**config.mk**
```make
export PLATFORM = sky130hd
export DESIGN_NAME = note_sequencer
export DESIGN_NICKNAME = d
export VERILOG_FILES = /design/src/rtl/song_pkg.sv /design/src/rtl/dur_counter.sv /design/src/rtl/note_sequencer.sv
export SDC_FILE = /design/constraint.sdc
export NUM_CORES = 1
export LEC_CHECK = 0
export ABC_AREA = 1
export BUFFER_PORTS_ARGS = -buffer_cell sky130_fd_sc_hd__clkbuf_2
export CAP_MARGIN = 0
export CORE_MARGIN = 2
export CORE_UTILIZATION = 39
export DETAILED_ROUTE_END_ITERATION = 16
export PLACE_DENSITY = 0.67
export SLEW_MARGIN = 0
export SYNTH_ARGS = -nofsm -noshare
export SYNTH_HDL_FRONTEND = slang
export SYNTH_SLANG_ARGS = --single-unit
```
**constraint.sdc**
```tcl
create_clock -name clk -period 2.6 [get_ports clk]
set_input_delay 0.39 -clock clk [delete_from_list [all_inputs] [get_ports clk]]
set_output_delay 0.39 -clock clk [all_outputs]
set_load 0.01 [all_outputs]
```
**src/rtl/song_pkg.sv**
```systemverilog
// rtl/song_pkg.sv - shared widths, FSM state type and end-of-song marker
package song_pkg;

  localparam int IDX_W       = 11;
  localparam int DUR_W       = 29;
  localparam int END_OF_SONG = 0;

  typedef enum logic [1:0] {
    IDLE,
    LOAD,
    PLAY,
    PAUSED
  } state_t;

endpackage

```
**src/rtl/dur_counter.sv**
```systemverilog
// rtl/dur_counter.sv - loadable down counter holding the remaining note duration
module dur_counter #(
  parameter int DUR_W = song_pkg::DUR_W
) (
  input  logic             clk,
  input  logic             rst,
  input  logic             load,
  input  logic             enable,
  input  logic [DUR_W-1:0] load_value,
  output logic             zero
);

  logic [DUR_W-1:0] count;

  // load wins over enable; the decrement stops at zero so the count never wraps
  always_ff @(posedge clk) begin
    if (rst) begin
      count <= '0;
    end else if (load) begin
      count <= load_value;
    end else if (enable && (count != '0)) begin
      count <= count - DUR_W'(1);
    end
  end

  assign zero = (count == '0);

endmodule

```
**src/rtl/note_sequencer.sv**
```systemverilog
// rtl/note_sequencer.sv - steps through an external song ROM, one note per duration
module note_sequencer #(
  parameter int IDX_W = song_pkg::IDX_W,
  parameter int DUR_W = song_pkg::DUR_W
) (
  input  logic             clk,
  input  logic             rst,
  input  logic             start,
  input  logic             stop,
  input  logic             pause,
  input  logic             loop_en,
  input  logic [DUR_W-1:0] note_dur,
  output logic [IDX_W-1:0] note_index,
  output logic             note_valid,
  output logic             note_start,
  output logic             busy,
  output logic             song_done
);

  import song_pkg::*;

  state_t state;
  logic   last_note;   // the note just played sat at the top index; next LOAD ends the song
  logic   end_of_song;
  logic   cnt_load;
  logic   cnt_enable;
  logic   cnt_zero;

  assign end_of_song = (note_dur == DUR_W'(END_OF_SONG)) || last_note;
  assign cnt_load    = (state == LOAD) && !stop && !end_of_song;
  assign cnt_enable  = (state == PLAY);

  dur_counter #(
    .DUR_W (DUR_W)
  ) u_dur_counter (
    .clk        (clk),
    .rst        (rst),
    .load       (cnt_load),
    .enable     (cnt_enable),
    .load_value (note_dur - DUR_W'(1)),
    .zero       (cnt_zero)
  );

  // playback FSM; every output is registered alongside the state it describes
  always_ff @(posedge clk) begin
    if (rst) begin
      state      <= IDLE;
      note_index <= '0;
      note_valid <= 1'b0;
      note_start <= 1'b0;
      busy       <= 1'b0;
      song_done  <= 1'b0;
      last_note  <= 1'b0;
    end else begin
      note_start <= 1'b0;
      song_done  <= 1'b0;
      if (stop) begin
        state      <= IDLE;
        note_index <= '0;
        note_valid <= 1'b0;
        busy       <= 1'b0;
        last_note  <= 1'b0;
      end else begin
        case (state)
          IDLE: begin
            if (start) begin
              state      <= LOAD;
              note_index <= '0;
              busy       <= 1'b1;
              last_note  <= 1'b0;
            end
          end
          LOAD: begin
            if (end_of_song) begin
              note_index <= '0;
              last_note  <= 1'b0;
              if (!loop_en) begin
                state     <= IDLE;
                busy      <= 1'b0;
                song_done <= 1'b1;
              end
            end else begin
              state      <= PLAY;
              note_valid <= 1'b1;
              note_start <= 1'b1;
            end
          end
          PLAY: begin
            // the current cycle has already sounded, so pause takes effect after it
            if (pause) begin
              state      <= PAUSED;
              note_valid <= 1'b0;
            end else if (cnt_zero) begin
              state      <= LOAD;
              note_valid <= 1'b0;
              if (note_index == {IDX_W{1'b1}}) begin
                last_note <= 1'b1;
              end else begin
                note_index <= note_index + IDX_W'(1);
              end
            end
          end
          PAUSED: begin
            if (!pause) begin
              state      <= PLAY;
              note_valid <= 1'b1;
            end
          end
          default: begin
            state      <= IDLE;
            note_index <= '0;
            note_valid <= 1'b0;
            busy       <= 1'b0;
          end
        endcase
      end
    end
  end

endmodule

```
==> flow_summary.json <==
{
  "vias_per_cell": 5.12,
  "r2r_setup_slack_ns": 0.15,
  "cts_root_buf": "clkbuf_8",
  "min_path_type": "primary input to register",
  "dp_hpwl_um": 8240,
  "synth_top_area_cell": "dfxtp_1",
  "gp_congestion": 0.924,
  "cts_tree": "yes",
  "ir_drop_v": 0.000199,
  "path_common_cell": "nor2_4",
  "numClockSinks": 47,
  "cpMaxStageDelayCell": "dfxtp_4",
  "endpoint_kind": "register",
  "synth_area_um2": 3630,
  "critPathMaxFanout": 25,
  "fin_skew_ns": 0.0101,
  "layout_min_cycle_time_ns": 2.45,
  "grt_overflow": 0,
  "r2r-end": "u_dur_counter.count[12]$_SDFFE_PP0P_",
  "grt_pass1_wl_um": 17600,
  "ant_nets": 0,
  "rows": 35,
  "start_util_pct": 39.6,
  "synthTopCellsByArea": "dfxtp_1, nand2_1, inv_1",
  "worstPathCellList": "inv_2, nor2_2, inv_2, nor2_4, nand3_4, buf_12, nand2_1, nand2_2, inv_1, ha_1, nand2_1, nor2_4, nand2_4, nor2_4, buf_4, xnor2_1, o21bai_1, inv_1",
  "fin_crit_sh_pct": 94.0,
  "antenna_found_initial": 0,
  "cts_max_path_buffers": 2,
  "async_flop_share_pct": 0,
  "wire_per_inst_um": 13.2,
  "synth_top_area_share_pct": 25.9,
  "drv_cap": 0,
  "portBuffers": 49,
  "maxSlewViolCount": 0,
  "min_from": "loop_en",
  "clkSlewWorstSetupHoldPaths_ns": 0.09,
  "final_cell_area_um2": 4370,
  "cellLeakagePower_nw": 2.35,
  "fin_util_pct": 47.8,
  "layout.nets": 740,
  "tns_ns": 0,
  "min_to": "song_done$_SDFF_PP0_",
  "dieArea_um2": 10100,
  "clkLatencyLatePin_ns": 0.30,
  "grt_max_degree": 44,
  "nFillCells": 962,
  "rr_worst_depth": 18,
  "synth_area_per_cell_um2": 5.81,
  "power_w": 0.00211,
  "synthFlopType": "dfxtp_1",
  "timing.fmax_mhz": 409,
  "synth-edff-count": 0,
  "holdPathStages": 2,
  "wl_um": 10800,
  "ys_seq_area_share_pct": 25.9,
  "drive_gt1_share_pct": 19.9,
  "status": "completed",
  "seqCellArea_um2": 945,
  "die_y_um": 100,
  "drcViolationCount": 0,
  "slew_headroom_pct": 65.4,
  "hold_viol_final": 0,
  "critPathRequiredTime_ns": 2.81,
  "arrival_ns": 2.66,
  "diodes": 0,
  "cpPeakStageDelay_ns": 0.38,
  "setup.worst_path.class": "register to register",
  "path_depth": 18,
  "cts_buffers": 5,
  "synth_most_common_cell": "nand2_1",
  "syn-num-nets": 661,
  "synth_seq_cells": 47,
  "synth_cell_types": 35,
  "holdBufCountCts": 0,
  "netlist_instances": 624,
  "setup_violations": 0,
  "die_w_um": 100,
  "crit_buf_inv": 6,
  "grt_pass1_vias": 3836,
  "pwr_density_cell_nw_per_um2": 482,
  "synth.top_cells.by_count": "nand2_1, inv_1, nor2_1",
  "vias": 4176,
  "path_delay_family": "simple AND/OR/NAND/NOR gates",
  "io-pin-count": 50,
  "grtUsageTotal_pct": 21.8,
  "startpoint_type": "register",
  "first_iter_violations": 243,
  "placement.cell_area_um2": 4170,
  "ys_warn_count": 0,
  "r2r_start": "state[0]$_SDFFE_PP0P_",
  "syn_to_final_growth_pct": 20.4,
  "first_pass_iters": 5,
  "h-tree-depth": 2,
  "multiInputGateArea_um2": 2130,
  "worstMarginPinSlew_ns": 0.518,
  "core_um2": 9150
}
flip-flops by register name, summed over array words and instances, names as in the netlist:
signal,cells
last_note,1
u_dur_counter.count,29
state,2
busy,1
note_start,1
note_index,11
song_done,1
note_valid,1
metal layers:
layer  track usage (%)  vias to the layer above  share of wire, %
met5                 0                        -                 0
met4              6.53                        0               2.1
met3              2.77                       18               5.9
met2              37.7                      154                47
met1              28.3                     1867                45
li1                  -                     2137                 -
kinds of logic after synthesis:
group,Yosys count,share of synthesized area (%)
simple gates,351,43.9
flops,47,25.9
compound gates,75,11.9
xor+xnor,5,1.21
buf+inv,144,16.3
fa+ha+maj,2,0.690
worst register-to-register path: stages, from the launching register on:
cell and delay, ns:
dfxtp_4 0.38, inv_2 0.04, nor2_2 0.11, inv_2 0.06, nor2_4 0.15, nand3_4 0.11
buf_12 0.18, nand2_1 0.10, nand2_2 0.06, inv_1 0.06, ha_1 0.19, nand2_1 0.12
nor2_4 0.19, nand2_4 0.09, nor2_4 0.16, buf_4 0.13, xnor2_1 0.06, o21bai_1 0.12
inv_1 0.05
power by group:
| part | switching, W | total, W | internal (W) |
|---|---|---|---|
| logic | 0.000511 | 0.000829 | 0.000318 |
| clock network | 0.000260 | 0.000502 | 0.000242 |
| registers | 0.0000247 | 0.000775 | 0.000750 |
| total | 0.000795 | 0.00211 | 0.00131 |
area by class of cell:
cell class / instances / area share (%)
well taps: 111 / 3.18
flip-flops and latches: 47 / 21.6
inverters: 127 / 10.9
clock inverters: 1 / 0.172
multi-input cells: 433 / 48.8
repair buffers: 89 / 13.1
clock buffers: 7 / 2.20
how the worst max path moves through the flow:
| stage | start | end |
|---|---|---|
| finish | state[0]$_SDFFE_PP0P_ | u_dur_counter.count[12]$_SDFFE_PP0P_ |
| detailed placement | note_dur[26] | u_dur_counter.count[26]$_SDFFE_PP0P_ |
| global route | state[0]$_SDFFE_PP0P_ | u_dur_counter.count[20]$_SDFFE_PP0P_ |
| global placement | note_dur[26] | u_dur_counter.count[23]$_SDFFE_PP0P_ |
| CTS | state[0]$_SDFFE_PP0P_ | u_dur_counter.count[26]$_SDFFE_PP0P_ |
| floorplan | note_dur[12] | u_dur_counter.count[26]$_SDFFE_PP0P_ |
stage by stage:
stage	worst slack (ns)	hold slack [ns]	cells
4_1_cts	0.0278	0.273	810
3_3_place_gp	-0.0533	0.453	802
6_report	0.155	0.280	815
5_1_grt	-0.0369	0.287	815
3_5_place_dp	-0.0773	0.465	802
2_1_floorplan	0.386	0.437	624
what timing repair did:
action | 4_1_cts | 5_1_grt
setup buffers | 0 | 5
resized for setup | 0 | 11
endpoints found under the setup margin | 0 | 16
cells in the final DEF (no fill, tap or decap), types with 6 or more instances in the layout:
master / count
nor2_2: 8
clkbuf_2: 49
nor2_1: 58
nor4_1: 9
nand2_1: 166
nand3_1: 51
nand4_1: 29
o21ai_2: 6
inv_2: 7
o21ai_0: 28
clkbuf_8: 7
inv_1: 120
dfxtp_1: 46
nor2_4: 7
buf_4: 37
nor3_1: 6
nand2_2: 7
a21oi_1: 22
No activity file was read; power rests on OpenSTA's default activity.
